File: config.mk
export PLATFORM = sky130hd
export DESIGN_NAME = rr_pkt_sched_flat
export DESIGN_NICKNAME = d
export VERILOG_FILES = /design/src/rtl/rr_pkt_sched_pkg.sv /design/src/rtl/rr_pkt_sched_if.sv /design/src/rtl/rr_pkt_sched_find_first.sv /design/src/rtl/rr_pkt_sched.sv /design/src/flat_wrapper.sv
export SDC_FILE = /design/constraint.sdc
export NUM_CORES = 1
export LEC_CHECK = 0
export CORE_ASPECT_RATIO = 0.6
export CORE_MARGIN = 8
export CORE_UTILIZATION = 60
export CTS_CLUSTER_DIAMETER = 200
export CTS_CLUSTER_SIZE = 30
export DETAILED_ROUTE_END_ITERATION = 10
export PLACE_DENSITY = 0.84
export SETUP_SLACK_MARGIN = 0.15
export SLEW_MARGIN = 20
export SYNTH_ARGS = -nofsm -noshare
export SYNTH_HDL_FRONTEND = slang
export SYNTH_SLANG_ARGS = --single-unit
File: constraint.sdc
create_clock -name i_clk -period 12.01 [get_ports i_clk]
set_input_delay 2.402 -clock i_clk [delete_from_list [all_inputs] [get_ports i_clk]]
set_output_delay 2.402 -clock i_clk [all_outputs]
set_load 0.02 [all_outputs]
File: src/rtl/rr_pkt_sched_pkg.sv
// Shared definitions for the round-robin packet scheduler: default port count
// and the scheduler FSM state encoding.
package rr_pkt_sched_pkg;

    localparam int IN_PORT_NUM = 16;

    typedef enum logic [1:0] {
        ST_IDLE  = 2'd0,
        ST_GRANT = 2'd1,
        ST_XFER  = 2'd2,
        ST_GAP   = 2'd3
    } sched_state_e;

endpackage

File: src/rtl/rr_pkt_sched_if.sv
// Scheduler-side bundle: per-port requests, selected-path read status coming
// back from the mux, and the mux/read-control outputs.
interface rr_pkt_sched_if #(
    parameter int PORTS = rr_pkt_sched_pkg::IN_PORT_NUM
) ();
    localparam int SEL_W = $clog2(PORTS);

    logic [PORTS-1:0] i_req;
    logic             i_rd_vld;
    logic             i_rd_eop;
    logic             o_en;
    logic [SEL_W-1:0] o_sel;
    logic [PORTS-1:0] o_rd_start;
    logic             o_abort;
    logic             o_busy;

    modport slave (
        input  i_req, i_rd_vld, i_rd_eop,
        output o_en, o_sel, o_rd_start, o_abort, o_busy
    );

    modport master (
        output i_req, i_rd_vld, i_rd_eop,
        input  o_en, o_sel, o_rd_start, o_abort, o_busy
    );
endinterface

File: src/rtl/rr_pkt_sched_find_first.sv
// Combinational round-robin search: first set request bit at or after ptr,
// wrapping past the top port back to port 0.
module rr_find_first #(
    parameter int N = 16,
    parameter int W = $clog2(N)
) (
    input  logic [N-1:0] req,
    input  logic [W-1:0] ptr,
    output logic [W-1:0] idx,
    output logic         found
);
    logic [W:0]   sum_s;
    logic [W-1:0] cand_s;

    // Scan from the farthest offset down so the nearest hit to ptr wins.
    always_comb begin
        idx    = '0;
        found  = 1'b0;
        sum_s  = '0;
        cand_s = '0;
        for (int i = N - 1; i >= 0; i--) begin
            sum_s = {1'b0, ptr} + (W + 1)'(i);
            if (sum_s >= (W + 1)'(N)) begin
                sum_s = sum_s - (W + 1)'(N);
            end else begin
                sum_s = sum_s;
            end
            cand_s = sum_s[W-1:0];
            if (req[cand_s]) begin
                idx   = cand_s;
                found = 1'b1;
            end else begin
                found = found;
            end
        end
    end
endmodule

File: src/rtl/rr_pkt_sched.sv
// Round-robin packet scheduler: grants one whole packet at a time to the
// requesting input ports, with an idle-beat watchdog that aborts stalled packets.
module rr_pkt_sched #(
    parameter int IN_PORT_NUM = rr_pkt_sched_pkg::IN_PORT_NUM,
    parameter int TIMEOUT_CYC = 256
) (
    input  logic           i_clk,
    input  logic           i_rst_n,
    rr_pkt_sched_if.slave  bus
);
    import rr_pkt_sched_pkg::*;

    localparam int SEL_W = $clog2(IN_PORT_NUM);
    localparam int WD_W  = $clog2(TIMEOUT_CYC + 1);

    sched_state_e           state_q, state_d;
    logic [SEL_W-1:0]       ptr_q, ptr_d;
    logic [SEL_W-1:0]       sel_q, sel_d;
    logic [WD_W-1:0]        wd_q, wd_d;
    logic [IN_PORT_NUM-1:0] rd_start_q, rd_start_d;
    logic                   abort_q, abort_d;

    logic [SEL_W-1:0]       win_idx_s;
    logic                   win_found_s;
    logic                   eop_s;
    logic                   tmo_s;
    logic [SEL_W-1:0]       nxt_ptr_s;

    rr_find_first #(.N(IN_PORT_NUM), .W(SEL_W)) u_find_first (
        .req   (bus.i_req),
        .ptr   (ptr_q),
        .idx   (win_idx_s),
        .found (win_found_s)
    );

    // Packet-end conditions; the watchdog fires on the idle beat that brings it to TIMEOUT_CYC.
    always_comb begin
        eop_s     = bus.i_rd_vld & bus.i_rd_eop &
                    ((state_q == ST_GRANT) | (state_q == ST_XFER));
        tmo_s     = (state_q == ST_XFER) & ~bus.i_rd_vld &
                    (wd_q == WD_W'(TIMEOUT_CYC - 1));
        nxt_ptr_s = (sel_q == SEL_W'(IN_PORT_NUM - 1)) ? '0 : sel_q + SEL_W'(1);
    end

    // State and datapath registers.
    always_ff @(posedge i_clk or negedge i_rst_n) begin
        if (!i_rst_n) begin
            state_q    <= ST_IDLE;
            ptr_q      <= '0;
            sel_q      <= '0;
            wd_q       <= '0;
            rd_start_q <= '0;
            abort_q    <= 1'b0;
        end else begin
            state_q    <= state_d;
            ptr_q      <= ptr_d;
            sel_q      <= sel_d;
            wd_q       <= wd_d;
            rd_start_q <= rd_start_d;
            abort_q    <= abort_d;
        end
    end

    // Next-state, pointer, select and watchdog update.
    always_comb begin
        state_d = state_q;
        ptr_d   = ptr_q;
        sel_d   = sel_q;
        wd_d    = wd_q;
        case (state_q)
            ST_IDLE: begin
                wd_d = '0;
                if (win_found_s) begin
                    sel_d   = win_idx_s;
                    state_d = ST_GRANT;
                end else begin
                    state_d = ST_IDLE;
                end
            end
            ST_GRANT: begin
                wd_d = '0;
                if (eop_s) begin
                    ptr_d   = nxt_ptr_s;
                    state_d = ST_GAP;
                end else begin
                    state_d = ST_XFER;
                end
            end
            ST_XFER: begin
                if (eop_s) begin
                    wd_d    = '0;
                    ptr_d   = nxt_ptr_s;
                    state_d = ST_GAP;
                end else if (bus.i_rd_vld) begin
                    wd_d = '0;
                end else begin
                    wd_d = wd_q + WD_W'(1);
                    if (tmo_s) begin
                        ptr_d   = nxt_ptr_s;
                        state_d = ST_GAP;
                    end else begin
                        state_d = ST_XFER;
                    end
                end
            end
            ST_GAP: begin
                wd_d    = '0;
                state_d = ST_IDLE;
            end
            default: begin
                wd_d    = '0;
                state_d = ST_IDLE;
            end
        endcase
    end

    // Output decode: pulses for the registers, plus the state-decoded enable and busy.
    always_comb begin
        rd_start_d = '0;
        abort_d    = 1'b0;
        if ((state_q == ST_IDLE) && win_found_s) begin
            rd_start_d[win_idx_s] = 1'b1;
        end else begin
            rd_start_d = '0;
        end
        if (tmo_s && !eop_s) begin
            abort_d = 1'b1;
        end else begin
            abort_d = 1'b0;
        end
        bus.o_en   = (state_q == ST_GRANT) | (state_q == ST_XFER);
        bus.o_busy = (state_q != ST_IDLE);
    end

    assign bus.o_sel      = sel_q;
    assign bus.o_rd_start = rd_start_q;
    assign bus.o_abort    = abort_q;

endmodule
File: src/flat_wrapper.sv
// flat-port wrapper written by rule: the top's interface ports become plain ports
module rr_pkt_sched_flat import rr_pkt_sched_pkg::*;
#(
    parameter int IN_PORT_NUM = rr_pkt_sched_pkg::IN_PORT_NUM,
    parameter int TIMEOUT_CYC = 256
)
  (i_clk, i_rst_n, bus_i_req, bus_i_rd_vld, bus_i_rd_eop, bus_o_en, bus_o_sel, bus_o_rd_start, bus_o_abort, bus_o_busy);
  rr_pkt_sched_if bus_i ();
  input  logic i_clk;
  input  logic i_rst_n;
  input wire logic [$bits(bus_i.i_req)-1:0] bus_i_req;
  input wire logic [$bits(bus_i.i_rd_vld)-1:0] bus_i_rd_vld;
  input wire logic [$bits(bus_i.i_rd_eop)-1:0] bus_i_rd_eop;
  output wire logic [$bits(bus_i.o_en)-1:0] bus_o_en;
  output wire logic [$bits(bus_i.o_sel)-1:0] bus_o_sel;
  output wire logic [$bits(bus_i.o_rd_start)-1:0] bus_o_rd_start;
  output wire logic [$bits(bus_i.o_abort)-1:0] bus_o_abort;
  output wire logic [$bits(bus_i.o_busy)-1:0] bus_o_busy;
  assign bus_i.i_req = bus_i_req;
  assign bus_i.i_rd_vld = bus_i_rd_vld;
  assign bus_i.i_rd_eop = bus_i_rd_eop;
  assign bus_o_en = bus_i.o_en;
  assign bus_o_sel = bus_i.o_sel;
  assign bus_o_rd_start = bus_i.o_rd_start;
  assign bus_o_abort = bus_i.o_abort;
  assign bus_o_busy = bus_i.o_busy;
  rr_pkt_sched #(.IN_PORT_NUM(IN_PORT_NUM), .TIMEOUT_CYC(TIMEOUT_CYC)) u_core (.i_clk(i_clk), .i_rst_n(i_rst_n), .bus(bus_i));
endmodule
==> results.toml, run 1 <==
[status]
run_status = "complete, no violations"

[route]
drt_iter0_drc = 537
wl_um = 11650
drc = 0
drtPass1Iterations = 6
via_per_inst = 7.148
postRouteAntennaNets = 0
vias = 3681
wl_per_cell_um = 22.62

[cts]
root_buffer = "clkbuf_8"
clkLatencyLatePin_ps = 290
numClockSinks = 36
clockBufferDepth = 2
cts_resized = 0
cts_tree = "done"
cts_buffers = 5
h-tree-depth = 2
clk_pin_slew_ps = 80
post-cts-setup-buffers = 0
ctsHoldBuffers = 0

[logic_synthesis]
yosysWarnings = 0
syn_nets = 426
synthArstFlopShare = 1.000
synthAdderAreaFrac = 0.04113
synth_top_flop_cell = "dfrtp_1"
synth_area_leader_cell = "dfrtp_1"
synth_xor_area_frac = 0.04208
synth_area_leaders = "dfrtp_1 23%, mux4_2 18%, mux2i_1 6.8%"
synthMuxAreaShare = 0.3100
synth-edff-count = 0
yosys.area_share.simple = 0.1487
synth-compound-area-share = 0.1822
yosysUniqueCellTypes = 68
synth_commonest_cells = "36 x dfrtp_1, 32 x mux4_2, 30 x nand2_1"
synth_seq_area_share = 0.2278
synth_most_common_cell = "dfrtp_1"
synth_top_family_by_area = "multiplexers"
synth-seq-cells = 36
synth_area_um2 = 3955
synthCells = 393
avgSynthCellArea_um2 = 10.06
synth_top_area_share = 0.2278

[layout]
num_antenna_cells = 0
synthToLayoutAreaGrowth_pct = 14.14
fin_nets = 460
layout-drive-gt1-share = 0.1729

[sta]
clock_skew_ps = 7.684
rsz0062_at_grt = "no"
max_freq_mhz = 164.6
max-slew-margin-rel = 0.4538
max_slew.worst_pin.slew_ps = 816.6
hold_viol = 0
period_needed_ps = 6077
setup_viol = 0
finalSetupTns_ps = 0
setup_ws_ps = 5933
period_share = 0.5060
hold_ws_ps = 470.2
slew_viol_final = 0

[placed_design]
gp_congestion = 1.003
port_buffers = 42
post-dp-hpwl_um = 8785
place_ws_ps = 5782

[grt]
grt_start_max_net_pins = 37
grt_use_total = 0.2458
antenna_found_initial = 0
grt_pass1_wl_um = 18660
grt_pass1_vias = 3447
grt.overflow.total = 0

[floorplan]
start_util = 0.6054
die_area_um2 = 9531
fp-row-count = 23
die_h_um = 78.89
coreArea_um2 = 6533
fp.dieW_um = 120.8
num_io_pins = 43

[critical_path]
critPathKind = "in2reg"
arrival_ps = 6230
crit_fanout = 17
cp-end-kind = "register"
critical_path_required_ps = 12160
start_kind = "input pin"

[min_path]
hold_path.class = "reg2reg"

[run]
cap_violations = 0
## critical path, cell delays in order
cell	delay [ps]
clkdlybuf4s50_1	540
mux4_2	510
mux2i_1	510
mux2_2	360
o211ai_1	140
a211o_1	310
a2111o_1	380
o41ai_4	670
nor4b_1	410
## final timing paths
check | slack [ps] | depth (start not counted) | from | end
min in group asynchronous | 2520 | 2 | i_rst_n | u_core.bus.o_rd_start[9]
min reg2reg | 470 | 1 | u_core.wd_q[0] | u_core.wd_q[0]
max in group asynchronous | 9180 | 2 | i_rst_n | u_core.ptr_q[1]
max reg2reg | 6860 | 11 | u_core.ptr_q[1] | u_core.bus.o_rd_start[11]
max | 5930 | 9 | bus_i_req[11] | u_core.bus.o_rd_start[11]
min | 470 | 1 | u_core.wd_q[0] | u_core.wd_q[0]
## metrics by stage
| step | instances | util | instance area [µm²] |
|---|---|---|---|
| final | 515 | 0.6911 | 4514 |
| after global routing | 515 | 0.6911 | 4514 |
| after CTS | 515 | 0.6911 | 4514 |
| after detailed placement | 507 | 0.6740 | 4403 |
| after global placement | 507 | 0.6740 | 4403 |
| after floorplan | 393 | - | 3955 |
## metal layers
layer | routed length [µm] | GRT usage
met5 | 0 | 0
met4 | 86 | 0.03222
met3 | 1696 | 0.1104
met2 | 5102 | 0.3556
met1 | 4764 | 0.3391
## flip-flops by register name (all words and copies together), names as in the netlist
name / count
u_core.bus.o_rd_start: 16
u_core.wd_q: 9
u_core.bus.o_sel: 4
u_core.ptr_q: 4
u_core.state_q: 2
u_core.bus.o_abort: 1
## placed cells by master (no fill, tap or decap), drive strengths merged, types with 15 or more instances in the layout
master         count
clkdlybuf4s50     42
mux4              34
o21ai             26
a21oi             16
nor2              28
nand2             30
mux2i             29
inv               15
dfrtp             36
## cells by family after synthesis
logic type | after synthesis
fa+ha+maj | 13
mux | 76
simple gates | 112
xor+xnor | 19
buf+inv | 38
compound gates | 99
flops | 36
## final cells by class
cell class / count / area (µm²)
inverter: 17 / 63.81
multi-input combinational: 319 / 2864
tap: 87 / 108.9
timing repair buffer: 48 / 465.4
sequential: 36 / 900.9
clock inverter: 3 / 42.54
fill: 487 / 2018
clock buffer: 5 / 68.82
Power of run 1 is not shown: default switching activity piles up to over one toggle a cycle in this logic, so the estimate is an artifact.
==> inputs of run 2 (changes only) <==
Settings changed: CORE_UTILIZATION 60 to 53, PLACE_DENSITY 0.84 to 0.79.
Clock period 12.01 ns to 5.49 ns, I/O delays scaled along.
==> results.toml, run 2 (synthesized netlist as in run 1, its figures left out) <==
[sta]
hold_viol = 0
period_needed_ps = 4801
max_freq_mhz = 208.3
finalSetupTns_ps = 0
max_slew.worst_pin.slew_ps = 798.0
slew_viol_final = 0
setup_viol = 0
period_share = 0.8745
max-slew-margin-rel = 0.4662
clock_skew_ps = 3.240
rsz0062_at_grt = "no"

[route]
drtPass1Iterations = 5
vias = 3786
drc = 0
via_per_inst = 7.077
wl_um = 12050
wl_per_cell_um = 22.53
postRouteAntennaNets = 0
drt_iter0_drc = 564

[grt]
grt.overflow.total = 0
grt_most_used_layer = "met2"
grt_pass1_vias = 3587
antenna_found_initial = 0
grt_use_total = 0.2281
grt_pass1_wl_um = 19550
grt_use_met2 = 0.3316
use_met1 = 0.3110
grt_start_max_net_pins = 37
use_met3 = 0.08610

[cts]
root_buffer = "clkbuf_16"
cts_tree = "done"
clk_pin_slew_ps = 50
h-tree-depth = 2
numClockSinks = 36
cts_resized = 0
post-cts-setup-buffers = 0
ctsHoldBuffers = 0
clkLatencyLatePin_ps = 270
clockBufferDepth = 2
cts_buffers = 5

[placed_design]
port_buffers = 42
post-dp-hpwl_um = 8838
gp_congestion = 1.051

[floorplan]
fp-row-count = 24
num_io_pins = 43
die_area_um2 = 10570
fp.dieW_um = 127.5
coreArea_um2 = 7237
start_util = 0.5465
die_h_um = 82.92

[layout]
largest_register_ffs = 16
synthToLayoutAreaGrowth_pct = 17.05
num_antenna_cells = 0
final_cell_mix = "42 x clkdlybuf4s50_1, 36 x dfrtp_1, 32 x mux4_2, 30 x nand2_1, 28 x nor2_1"
layout-drive-gt1-share = 0.1787
fin_nets = 463
final_common_cell = "clkdlybuf4s50_1"

[critical_path]
critPathKind = "reg2reg"
crit_fanout = 17
path_cells = "clkinv_1 -> ha_1 -> mux4_2 -> mux2i_1 -> mux2_2 -> o211ai_1 -> a211o_1 -> a2111o_1 -> o41ai_4 -> nor4b_2"
max_stage_delay_ps = 770
start_kind = "register"
cp-end-kind = "register"
crit_buf_inv = 1
arrival_ps = 4960
path_delay_family = "compound AO/OA/AOI/OAI gates"
critical_path_required_ps = 5650
cp_slowest_cell = "ha_1"

[run]
cap_violations = 0

[min_path]
hold_path.class = "reg2reg"

[status]
run_status = "complete, no violations"
## run 2: layout make-up
cell class | count | area (µm²)
inverters | 17 | 63.81
flip-flops and latches | 36 | 900.9
clock buffers | 7 | 152.6
fillers | 566 | 2608
repair buffers | 51 | 488.0
clock inverters | 1 | 30.03
multi-input cells | 319 | 2864
well taps | 104 | 130.1
## run 2: final timing paths
path                       slack (ps)             from  cells past startpoint                        end
hold / removal                    480   u_core.wd_q[0]                      1             u_core.wd_q[0]
setup reg to reg                  690  u_core.ptr_q[0]                     10  u_core.bus.o_rd_start[14]
max in group asynchronous        3930          i_rst_n                      2          u_core.state_q[0]
min in group asynchronous        1230          i_rst_n                      2   u_core.bus.o_rd_start[1]
hold reg to reg                   480   u_core.wd_q[0]                      1             u_core.wd_q[0]
setup / recovery                  690  u_core.ptr_q[0]                     10  u_core.bus.o_rd_start[14]
## run 2: worst register-to-register path: cells and delay by family, from the launching register on
kind	cells	cell delay, ps
AO/OA/AOI/OAI	4	1520
multiplexers	3	1420
adder cells (fa/ha/maj)	1	770
AND/OR/NAND/NOR	1	380
flip-flops	1	350
buffers and inverters	1	250
## run 2: metal layers
metal	routed length [µm]	vias to the layer above
li1	-	1621
met1	4842	1835
met2	5209	296
met3	1764	32
met4	198	2
met5	36	-
## run 2: stage by stage
stage                     setup WS [ps]  hold slack [ps]  cell area [µm²]    util  std cells
after global placement            703.5            450.9             4447  0.6145        527
after floorplan                    1082            433.1             3955       -        393
after detailed placement          607.5            474.8             4447  0.6145        527
after CTS                         813.3            482.2             4629  0.6397        535
after global routing              473.7            498.5             4629  0.6397        535
final                             688.8            480.2             4629  0.6397        535
Power of run 2 is left out for the same reason.
==> inputs of run 3 (changes only) <==
Settings changed: CORE_UTILIZATION 53 to 59, DONT_BUFFER_PORTS set to 1, PLACE_DENSITY 0.79 to 0.78.
==> results.toml, run 3 (synthesized netlist as in run 1, its figures left out) <==
[grt]
antenna_found_initial = 0
grt_use_total = 0.2420
grt_pass1_vias = 3320
grt_start_max_net_pins = 37
grt.overflow.total = 0
grt_pass1_wl_um = 18510

[sta]
period_share = 0.8460
period_needed_ps = 4644
hold_viol = 0
rsz0062_at_grt = "no"
max-slew-margin-rel = 0.4728
finalSetupTns_ps = 0
clock_skew_ps = 14.71
max_freq_mhz = 215.3
max_slew.worst_pin.slew_ps = 788.1
slew_viol_final = 0
setup_viol = 0

[placed_design]
post-dp-hpwl_um = 8880
gp_congestion = 0.9980
port_buffers = 0

[cts]
post-cts-setup-buffers = 0
ctsHoldBuffers = 0
clk_pin_slew_ps = 70
cts_tree = "done"
numClockSinks = 36
root_buffer = "clkbuf_8"
clockBufferDepth = 2
cts_resized = 0
clkLatencyLatePin_ps = 300
cts_buffers = 5
h-tree-depth = 2

[critical_path]
cp-end-kind = "register"
critical_path_required_ps = 5660
arrival_ps = 4810
path_cells = "clkinv_1 -> ha_1 -> mux4_2 -> mux2i_1 -> mux2_2 -> o211ai_1 -> a211o_1 -> a2111o_1 -> o41ai_4 -> nor4b_1"
crit_fanout = 17
start_kind = "register"
r2r_start = "u_core.ptr_q[0]"
cp_slowest_cell = "ha_1"
rrSetupSlack_ps = 850
critPathKind = "reg2reg"
reg2reg_to = "u_core.bus.o_rd_start[15]"
r2r_cells = 10
max_stage_delay_ps = 680

[min_path]
hold_path.class = "reg2reg"
whs_endpoint = "u_core.wd_q[0]"
min_from = "u_core.wd_q[0]"
hold-path-cell-count = 1

[route]
wl_um = 11600
drc = 0
postRouteAntennaNets = 0
vias = 3506
drtPass1Iterations = 5
drt_iter0_drc = 592
wl_per_cell_um = 24.52
via_per_inst = 7.412

[layout]
fin_nets = 418
layout-drive-gt1-share = 0.1917
final_common_cell = "dfrtp_1"
fillers = 531
synthToLayoutAreaGrowth_pct = 2.910
largest_register_ffs = 16
final_cell_mix = "36 x dfrtp_1, 32 x mux4_2, 30 x nand2_1, 28 x nor2_1, 27 x mux2i_1"
num_antenna_cells = 0

[floorplan]
die_h_um = 79.42
coreArea_um2 = 6590
die_area_um2 = 9665
start_util = 0.6002
fp-row-count = 23
num_io_pins = 43
fp.dieW_um = 121.7

[run]
cap_violations = 0

[status]
run_status = "complete, no violations"
run 3: changes by cell type in the layout (fill, tap and decap cells not counted), sizes merged:
cell,change
clkdlybuf4s50,-42
buf,-3
clkinv,+3
clkbuf,-2
bufinv,-1
run 3: layout make-up:
type | instances | area [µm²] | share of cell area
clock inverters | 3 | 18.77 | 0.004611
repair buffers | 6 | 45.04 | 0.01107
inverters | 17 | 63.81 | 0.01568
multi-input cells | 319 | 2864 | 0.7037
clock buffers | 5 | 68.82 | 0.01691
well taps | 87 | 108.9 | 0.02674
flip-flops and latches | 36 | 900.9 | 0.2213
run 3: worst max path at each step:
stage / from / to / slack, ps / cells past startpoint
after floorplan: u_core.ptr_q[1] / u_core.bus.o_rd_start[14] / 1080 / 15
after global placement: u_core.ptr_q[0] / u_core.bus.o_rd_start[11] / 1210 / 10
after detailed placement: u_core.ptr_q[0] / u_core.bus.o_rd_start[15] / 950 / 10
after CTS: u_core.ptr_q[0] / u_core.bus.o_rd_start[15] / 950 / 10
after global routing: u_core.ptr_q[0] / u_core.bus.o_rd_start[11] / 530 / 10
final: u_core.ptr_q[0] / u_core.bus.o_rd_start[15] / 850 / 10
run 3: layer usage:
metal  part of all wire  vias to the layer above  routed length (µm)  track usage
met3               0.14                       14                1598      0.09463
met1               0.45                     1715                5162       0.3548
met2               0.41                      257                4767       0.3364
met4             0.0058                        0                  67      0.02693
met5                  0                        -                   0            0
li1                   -                     1520                   -            -
run 3: metrics by stage:
| stage | util | worst slack (ps) | area, µm² | hold WS (ps) | cells |
|---|---|---|---|---|---|
| after floorplan | - | 1082 | 3955 | 433.1 | 393 |
| after global placement | 0.6043 | 1208 | 3983 | 453.1 | 465 |
| after detailed placement | 0.6043 | 952.4 | 3983 | 460.7 | 465 |
| after CTS | 0.6176 | 947.2 | 4070 | 470.5 | 473 |
| after global routing | 0.6176 | 531.6 | 4070 | 463.5 | 473 |
| final | 0.6176 | 845.6 | 4070 | 469.8 | 473 |
run 3: worst max-delay path: cells and delay by family, from the launching register on:
family,cells,cell delay (ps)
compound gates,4,1480
fa+ha+maj,1,680
buf+inv,1,230
flops,1,350
mux,3,1390
simple gates,1,380
Power of run 3 is left out for the same reason.
